===== src/rtl/filter_peak_sched.sv =====
`timescale 1ns/1ps
// filter_peak_sched
//   Tracks the signed peak of N_CH filter outputs over fixed acquisition
//   windows of WINDOW_LEN clocks. At the end of each window the peaks are
//   snapshotted and streamed out one channel per word over a valid/ready
//   handshake. A window that completes while a readout is still in progress
//   is dropped, and the sticky overrun flag is set.
//
// Ports
//   clk        single clock, rising edge
//   reset      asynchronous, active-low reset
//   enable     1 = acquire windows back-to-back, 0 = idle / abort window
//   ch_data    N_CH signed samples, channel i at [i*DATA_W +: DATA_W]
//   out_ready  downstream ready
//   out_valid  result word valid
//   out_data   window peak of channel out_ch
//   out_ch     channel index of out_data
//   out_last   marks the word for channel N_CH-1
//   overrun    sticky: a window snapshot was dropped
module filter_peak_sched #(
  parameter int N_CH       = 6,
  parameter int DATA_W     = 16,
  parameter int WINDOW_LEN = 1024
) (
  input  logic                   clk,
  input  logic                   reset,
  input  logic                   enable,
  input  logic [N_CH*DATA_W-1:0] ch_data,
  input  logic                   out_ready,
  output logic                   out_valid,
  output logic [DATA_W-1:0]      out_data,
  output logic [2:0]             out_ch,
  output logic                   out_last,
  output logic                   overrun
);

  localparam int CNT_W = (WINDOW_LEN > 1) ? $clog2(WINDOW_LEN) : 1;
  localparam logic [CNT_W-1:0] CNT_LAST = CNT_W'(WINDOW_LEN - 1);
  localparam logic [2:0] CH_LAST = 3'(N_CH - 1);
  localparam logic signed [DATA_W-1:0] MOST_NEG = {1'b1, {(DATA_W-1){1'b0}}};

  localparam logic [0:0] A_IDLE = 1'b0;
  localparam logic [0:0] A_ACQ  = 1'b1;
  localparam logic [0:0] R_IDLE = 1'b0;
  localparam logic [0:0] R_SEND = 1'b1;

  function automatic logic signed [DATA_W-1:0] max_signed(
    input logic signed [DATA_W-1:0] a,
    input logic signed [DATA_W-1:0] b
  );
    return (b > a) ? b : a;
  endfunction

  logic [0:0]               acq_state;
  logic [0:0]               rd_state;
  logic [CNT_W-1:0]         win_cnt;
  logic [2:0]               rd_ch;
  logic signed [DATA_W-1:0] sample_p0 [N_CH];
  logic signed [DATA_W-1:0] peak_p0   [N_CH];
  logic signed [DATA_W-1:0] snap_p1   [N_CH];

  logic sample_en;
  logic vld_p0;      // last sample of a window is present this cycle
  logic xfer;
  logic xfer_last;
  logic snap_load;
  logic snap_drop;

  always_comb begin
    for (int i = 0; i < N_CH; i++) begin
      sample_p0[i] = $signed(ch_data[i*DATA_W +: DATA_W]);
    end
  end

  // ---- stage p0: window counter and running peaks ----
  assign sample_en = (acq_state == A_ACQ) && enable;
  assign vld_p0    = sample_en && (win_cnt == CNT_LAST);

  // Every path other than a mid-window sample (idle, entry, abort, window
  // end) leaves the counter at 0 and the peaks at the most-negative value,
  // so the next window always starts from fresh samples only.
  always_ff @(posedge clk or negedge reset) begin
    if (!reset) begin
      acq_state <= A_IDLE;
      win_cnt   <= '0;
      for (int i = 0; i < N_CH; i++) peak_p0[i] <= MOST_NEG;
    end else begin
      acq_state <= enable ? A_ACQ : A_IDLE;
      if (sample_en && !vld_p0) begin
        win_cnt <= win_cnt + CNT_W'(1);
        for (int i = 0; i < N_CH; i++) peak_p0[i] <= max_signed(peak_p0[i], sample_p0[i]);
      end else begin
        win_cnt <= '0;
        for (int i = 0; i < N_CH; i++) peak_p0[i] <= MOST_NEG;
      end
    end
  end

  // ---- stage p1: snapshot and readout ----
  assign xfer      = out_valid && out_ready;
  assign xfer_last = xfer && (rd_ch == CH_LAST);
  // A finishing window may only replace the snapshot when no readout is in
  // flight, or when the final word of that readout leaves on this same edge.
  assign snap_load = vld_p0 && ((rd_state == R_IDLE) || xfer_last);
  assign snap_drop = vld_p0 && !snap_load;

  always_ff @(posedge clk or negedge reset) begin
    if (!reset) begin
      for (int i = 0; i < N_CH; i++) snap_p1[i] <= '0;
    end else if (snap_load) begin
      for (int i = 0; i < N_CH; i++) snap_p1[i] <= max_signed(peak_p0[i], sample_p0[i]);
    end
  end

  always_ff @(posedge clk or negedge reset) begin
    if (!reset) begin
      rd_state <= R_IDLE;
      rd_ch    <= '0;
      overrun  <= 1'b0;
    end else begin
      if (snap_drop) overrun <= 1'b1;
      if (snap_load) begin
        rd_state <= R_SEND;
        rd_ch    <= '0;
      end else if (xfer_last) begin
        rd_state <= R_IDLE;
        rd_ch    <= '0;
      end else if (xfer) begin
        rd_ch <= rd_ch + 3'd1;
      end
    end
  end

  // Outputs decode straight from registers, so they hold while out_ready=0.
  assign out_valid = (rd_state == R_SEND);
  assign out_ch    = rd_ch;
  assign out_last  = out_valid && (rd_ch == CH_LAST);
  assign out_data  = out_valid ? snap_p1[rd_ch] : '0;

endmodule


===== config.mk =====
export PLATFORM = sky130hd
export DESIGN_NAME = filter_peak_sched
export DESIGN_NICKNAME = d
export VERILOG_FILES = /design/src/rtl/filter_peak_sched.sv
export SDC_FILE = /design/constraint.sdc
export NUM_CORES = 1
export LEC_CHECK = 0
export BUFFER_PORTS_ARGS = -buffer_cell sky130_fd_sc_hd__buf_2
export CORE_ASPECT_RATIO = 0.75
export CORE_MARGIN = 2
export CORE_UTILIZATION = 30
export DETAILED_ROUTE_END_ITERATION = 16
export SYNTH_ARGS = -nofsm -noshare
export SYNTH_HDL_FRONTEND = slang
export SYNTH_SLANG_ARGS = --single-unit
export TNS_END_PERCENT = 1

===== constraint.sdc =====
create_clock -name clk -period 2.6 [get_ports clk]
set_clock_uncertainty 0.15 [all_clocks]
set_input_delay 0.78 -clock clk [delete_from_list [all_inputs] [get_ports clk]]
set_output_delay 0.78 -clock clk [all_outputs]
set_load 0.01 [all_outputs]

==> results of run 1 <==
-- layer usage --
metal  share of wire (%)  vias to the layer above
li1                    -                     4538
met1                  48                     4547
met2                  45                      195
met3                 5.7                       38
met4                 1.7                        2
met5               0.039                        -
-- kinds of logic (layout without fill, tap and decap cells) --
| family | Yosys count | count (layout) | share of synthesized area [%] |
|---|---|---|---|
| adders and majority gates | 99 | 99 | 10.8 |
| xor gates and xnor gates | 8 | 8 | 0.612 |
| other | 0 | 1 | 0 |
| and+or+nand+nor | 334 | 334 | 13.3 |
| DFF | 208 | 208 | 45.5 |
| muxes | 114 | 114 | 11.9 |
| buffers and inverters | 172 | 450 | 6.34 |
| AOI/OAI and AO/OA | 224 | 224 | 11.5 |
-- worst register-to-register path: stages, from the launching register on --
cell and delay (ns):
dfstp_2 0.54, inv_2 0.05, ha_4 0.26, nand4_1 0.14, or4_1 0.51, o211ai_1 0.15, mux2_4 0.37, mux2_4 0.31
mux2_4 0.25
-- registers in the layout, summed over array words and instances, names as in the netlist --
name       cells
acq_state      1
out_ch         3
out_valid      1
overrun        1
peak_p0       96
snap_p1       96
win_cnt       10
-- through the flow --
stage | setup slack [ns] | utilization (%) | std cells
final | -0.473 | 41.2 | 1942
after global routing | -0.528 | 41.2 | 1942
after CTS | -0.486 | 40.6 | 1941
after detailed placement | -0.708 | 37.7 | 1903
after global placement | -0.691 | 37.7 | 1903
after floorplan | -0.496 | - | 1159
-- repair_timing --
action / CTS / global route
hold buffers: 0 / 0
cloned: 1 / 0
endpoints found under the setup margin: 200 / 206
resized for setup: 109 / 44
pin swaps: 27 / 8
hold endpoints to repair: 0 / 0
-- where the power goes --
group / total [mW] / switching, mW / internal [mW] / leakage, nW
sequential: 3.39 / 0.0595 / 3.33 / 2.85
combinational: 1.74 / 0.867 / 0.874 / 3.87
clock: 2.85 / 1.24 / 1.60 / 0.308
-- how the worst max path moves through the flow --
stage / start / endpoint / slack [ns] / cells after the start
2_1_floorplan: ch_data[78] / snap_p1[31]$_DFFE_PN0P_ / -0.50 / 8
3_3_place_gp: ch_data[66] / snap_p1[16]$_DFFE_PN0P_ / -0.69 / 10
3_5_place_dp: ch_data[57] / snap_p1[35]$_DFFE_PN0P_ / -0.71 / 9
4_1_cts: out_ch[0]$_DFFE_PN0P_ / out_data[6] / -0.49 / 6
5_1_grt: out_ch[0]$_DFFE_PN0P_ / out_data[0] / -0.53 / 6
6_report: out_ch[0]$_DFFE_PN0P_ / out_data[7] / -0.47 / 6
-- cells in the final DEF, fill, tap and decap left out, drive strengths merged, types with 6 or more instances in the layout --
cell and count:
mux4 16, a211oi 6, inv 119, a21o 7, dfrtp 202, nand2 40
dfstp 6, ha 99, mux2 6, nand4 20, a21oi 122, mux2i 92
o22ai 18, nor2 193, nand3 31, and2 18, clkbuf 31, buf 294
a31oi 19, o21ai 33
-- layout make-up --
type	count	area share, %
multi-input cells	779	40.3
flip-flops and latches	208	33.9
repair buffers	295	14.7
well taps	504	4.10
clock buffers	30	3.64
inverters	118	2.88
clock inverters	7	0.415
diodes	1	0.0163
==> metrics.cfg, run 1 <==
[outcome]
status=finished, violations left
violations=setup timing

[clock_tree]
postCtsSetupBuffers=0
htree_levels=1
insertion_delay_ns=0.51
cts_buffers=21
clkTransAtPathRegs_ns=0.06
clk_path_buf_depth=3
cts_root_buf=clkbuf_16
clkSinkCount=208
tritoncts=yes

[worst_setup_path]
critical_path_arrival_ns=2.14
crit_type=flip-flop to primary output
path_cells=buf_12, mux4_2, inv_2, o22ai_1, and2_1, buf_2
cp.required_ns=1.67
cpPeakStageDelay_ns=0.54
crit_fanout=8
r2r_cells=8
r2r-end=snap_p1[31]$_DFFE_PN0P_
critPathBufInv=3
rr_startpoint=peak_p0[31]$_DFF_PN1_
slowest_stage=mux4_2
cp-start-kind=flip-flop
critPathCaptureType=primary output
rrSetupSlack_ns=-0.24
cp_top_family=multiplexers

[sta]
slew_violations=0
timing.fmax_mhz=325
setup_tns_ns=-12.26
rsz0062_at_grt=yes
whs_ns=0.0629
worst_pin_slew_ns=0.417
setup_ws_ns=-0.473
finalHoldViolCount=0
finalCritPeriodShare_pct=118
setup_viol=92
relSlewSlack_pct=72.2
min_period_ns=3.07

[detailed_routing]
drt.antenna.violating_nets=0
wl_mm=32.9
wl_per_cell_um=16.9
avgViaCountPerCell=4.80
dr.pass1.iters=5
drc_errors=0
drt_iter0_markers=660
num_vias=9320

[place]
numPortBuffers=121
placed_cell_area_um2=14100
place_hpwl_mm=25.7
gp_congestion=0.851

[finish]
seq_area_um2=5210
drive_gt1_share_pct=33.3
area_growth_pct=34.3
multi_input_area_um2=6200
fin_nets=1622
n_fill_cell=3618
final_area_um2=15400

[logic_synthesis]
synth_flop_cell=dfrtp_1
yosys.area.top_type=dfrtp_1
synth_common_cells=dfrtp_1 (202), nor2_1 (193), inv_1 (118)
synth_area_leaders=dfrtp_1 (44%), ha_1 (11%), mux2i_1 (8.0%)
seq_area_frac_synth_pct=45.5
synth_cell_types=63
synth_edf_count=0
synthCells=1159
syn_nets=1358
yosys_register_bits=208
synth_most_common_cell=dfrtp_1
avgSynthCellArea_um2=9.88
syn_area_um2=11500
synth_top_area_share_pct=44.1
ys_warn_count=0
async_reset_ff_share_pct=100

[floorplan]
dieHeight_um=173
coreArea_um2=37300
row_count=61
die_x_um=230
pin_count=122
die-area_um2=39800
start_util_pct=30.7

[global_route]
use_met2_pct=25.4
grtUsageMet1_pct=24.1
grt_util_all_layers_pct=16.6
grt_max_degree=58
gr-max-usage-layer=met2
grt_pass1_vias=9380
overflow=0
grt_pass1_wl_mm=52.3
use_met3_pct=3.67
antenna_found_initial=2

[worst_hold_path]
hold_path.class=input pin to asynchronous set/reset pin

[power_and_ir_drop]
peakVddDrop_mv=0.316
finalPower_mw=7.97
leakage_nw=7.03
powerDensity_nw_per_um2=518

[job]
cap_violations=0

Note: power is estimated with default switching activity, not from simulation.
==> run 2: changes to the inputs <==
SETUP_SLACK_MARGIN = 0.4   (was default)
==> metrics.cfg, run 2 (same netlist as run 1, synthesis figures left out) <==
[place]
numPortBuffers=121
preCtsSetupSlack_ns=-0.708
placed_cells=1903
place_hpwl_mm=25.7
gp_congestion=0.851

[clock_tree]
clk_path_buf_depth=3
clkSinkCount=208
htree_levels=1
cts_root_buf=clkbuf_16
tritoncts=yes
insertion_delay_ns=0.51
postCtsSetupBuffers=0
clkTransAtPathRegs_ns=0.06
cts_buffers=21

[worst_setup_path]
cp-start-kind=flip-flop
cp.required_ns=1.67
crit_fanout=8
critical_path_arrival_ns=2.15
crit_type=flip-flop to primary output
critPathCaptureType=primary output

[finish]
fin_nets=1622
reg.largest.list=peak_p0 x96, snap_p1 x96, win_cnt x10
final_cell_mix=dfrtp_1 (201), nor2_1 (191), buf_4 (145)
final_common_cell=dfrtp_1
finalNonFillerCells=1942
drive_gt1_share_pct=36.1
n_fill_cell=3571
area_growth_pct=38.0

[sta]
slew_violations=0
worst_pin_slew_ns=0.563
setup_ws_ns=-0.482
timing.fmax_mhz=324
finalCritPeriodShare_pct=119
whs_ns=0.0693
setup_viol=93
min_period_ns=3.08
finalHoldViolCount=0
relSlewSlack_pct=62.5
rsz0062_at_grt=yes

[power_and_ir_drop]
clkPwrFrac_pct=35.2
power.internal_mw=5.87
leakage_nw=7.04
p_seq_share_pct=41.8
p_sw_mw=2.25
swShare_pct=27.7
powerDensity_nw_per_um2=514
pwr-share-comb_pct=23.0
peakVddDrop_mv=0.316
finalPower_mw=8.12

[detailed_routing]
drc_errors=0
drt_iter0_markers=602
dr.pass1.iters=7
drt.antenna.violating_nets=0
num_vias=9374
wl_mm=33.4
avgViaCountPerCell=4.83
wl_per_cell_um=17.2

[floorplan]
pin_count=122
dieHeight_um=173
coreArea_um2=37300
die_x_um=230
row_count=61
start_util_pct=30.7
die-area_um2=39800

[global_route]
antenna_found_initial=2
grt_max_degree=58
grt_util_all_layers_pct=16.8
grt_pass1_wl_mm=52.9
overflow=0
grt_pass1_vias=9452

[outcome]
status=finished, violations left
violations=setup timing

[job]
cap_violations=0

[worst_hold_path]
hold_path.class=input pin to asynchronous set/reset pin

## run 2: cell count changes in the layout (fill, tap and decap cells not counted), moves of 4 or more
cell,change
o21ai_4,+16
mux2i_4,+9
o21ai_0,-9
mux2i_1,-7
o21ai_1,-7
buf_6,+6
buf_4,-4
ha_1,-4
## run 2: worst max-delay path, cell delays in order, from the launching register on
cell and delay [ns]:
dfrtp_2 0.46, buf_12 0.16, mux4_2 0.55, inv_2 0.09, o22ai_1 0.07, and2_1 0.17, buf_2 0.14
## run 2: layout make-up
class,instances,area (µm²),area share [%]
Inverter,118,443,2.80
Multi-Input combinational cell,779,6600,41.7
Tap cell,504,631,3.99
Antenna cell,1,2.50,0.0158
Sequential cell,208,5210,33.0
Clock inverter,7,63.8,0.404
Clock buffer,30,559,3.54
Timing Repair Buffer,295,2290,14.5
## run 2: what timing repair did
item	in CTS	in global routing
pin swaps	78	27
gates resized for setup	198	43
hold buffers	0	0
gates cloned	1	0
setup endpoints to repair	210	220
hold endpoints to repair	0	0
## run 2: power groups by stage
stage	registers, mW	clock network [mW]	logic (mW)
after floorplan	3.42	0	0.829
after global placement	3.43	0	1.46
after detailed placement	3.43	0	1.49
after CTS	3.39	2.91	1.81
after global routing	3.40	3.04	2.04
final	3.40	2.86	1.87
## run 2: stage by stage
| step | TNS, ns | instance area [µm²] | utilization [%] |
|---|---|---|---|
| after global routing | -26.36 | 15800 | 42.3 |
| after detailed placement | -98.65 | 14100 | 37.7 |
| after global placement | -93.41 | 14100 | 37.7 |
| after CTS | -13.30 | 15600 | 41.8 |
| after floorplan | -51.47 | 11600 | - |
| final | -12.30 | 15800 | 42.3 |
## run 2: final timing paths
path,start,endpoint,slack (ns),cells past startpoint
max,out_ch[0]$_DFFE_PN0P_,out_data[7],-0.48,6
min,reset,peak_p0[67]$_DFF_PN0_,0.07,1
max reg2reg,peak_p0[31]$_DFF_PN1_,snap_p1[31]$_DFFE_PN0P_,-0.24,8
min reg2reg,overrun$_DFFE_PN0P_,overrun$_DFFE_PN0P_,0.33,1
max in group asynchronous,reset,peak_p0[31]$_DFF_PN1_,1.53,2
min in group clk,enable,acq_state$_DFF_PN0_,0.29,1
## run 2: metal layers
metal | wire length [µm] | global-route usage, %
met1 | 15800 | 24.4
met2 | 15000 | 25.9
met3 | 2030 | 3.67
met4 | 543 | 3.11
met5 | 13 | 0
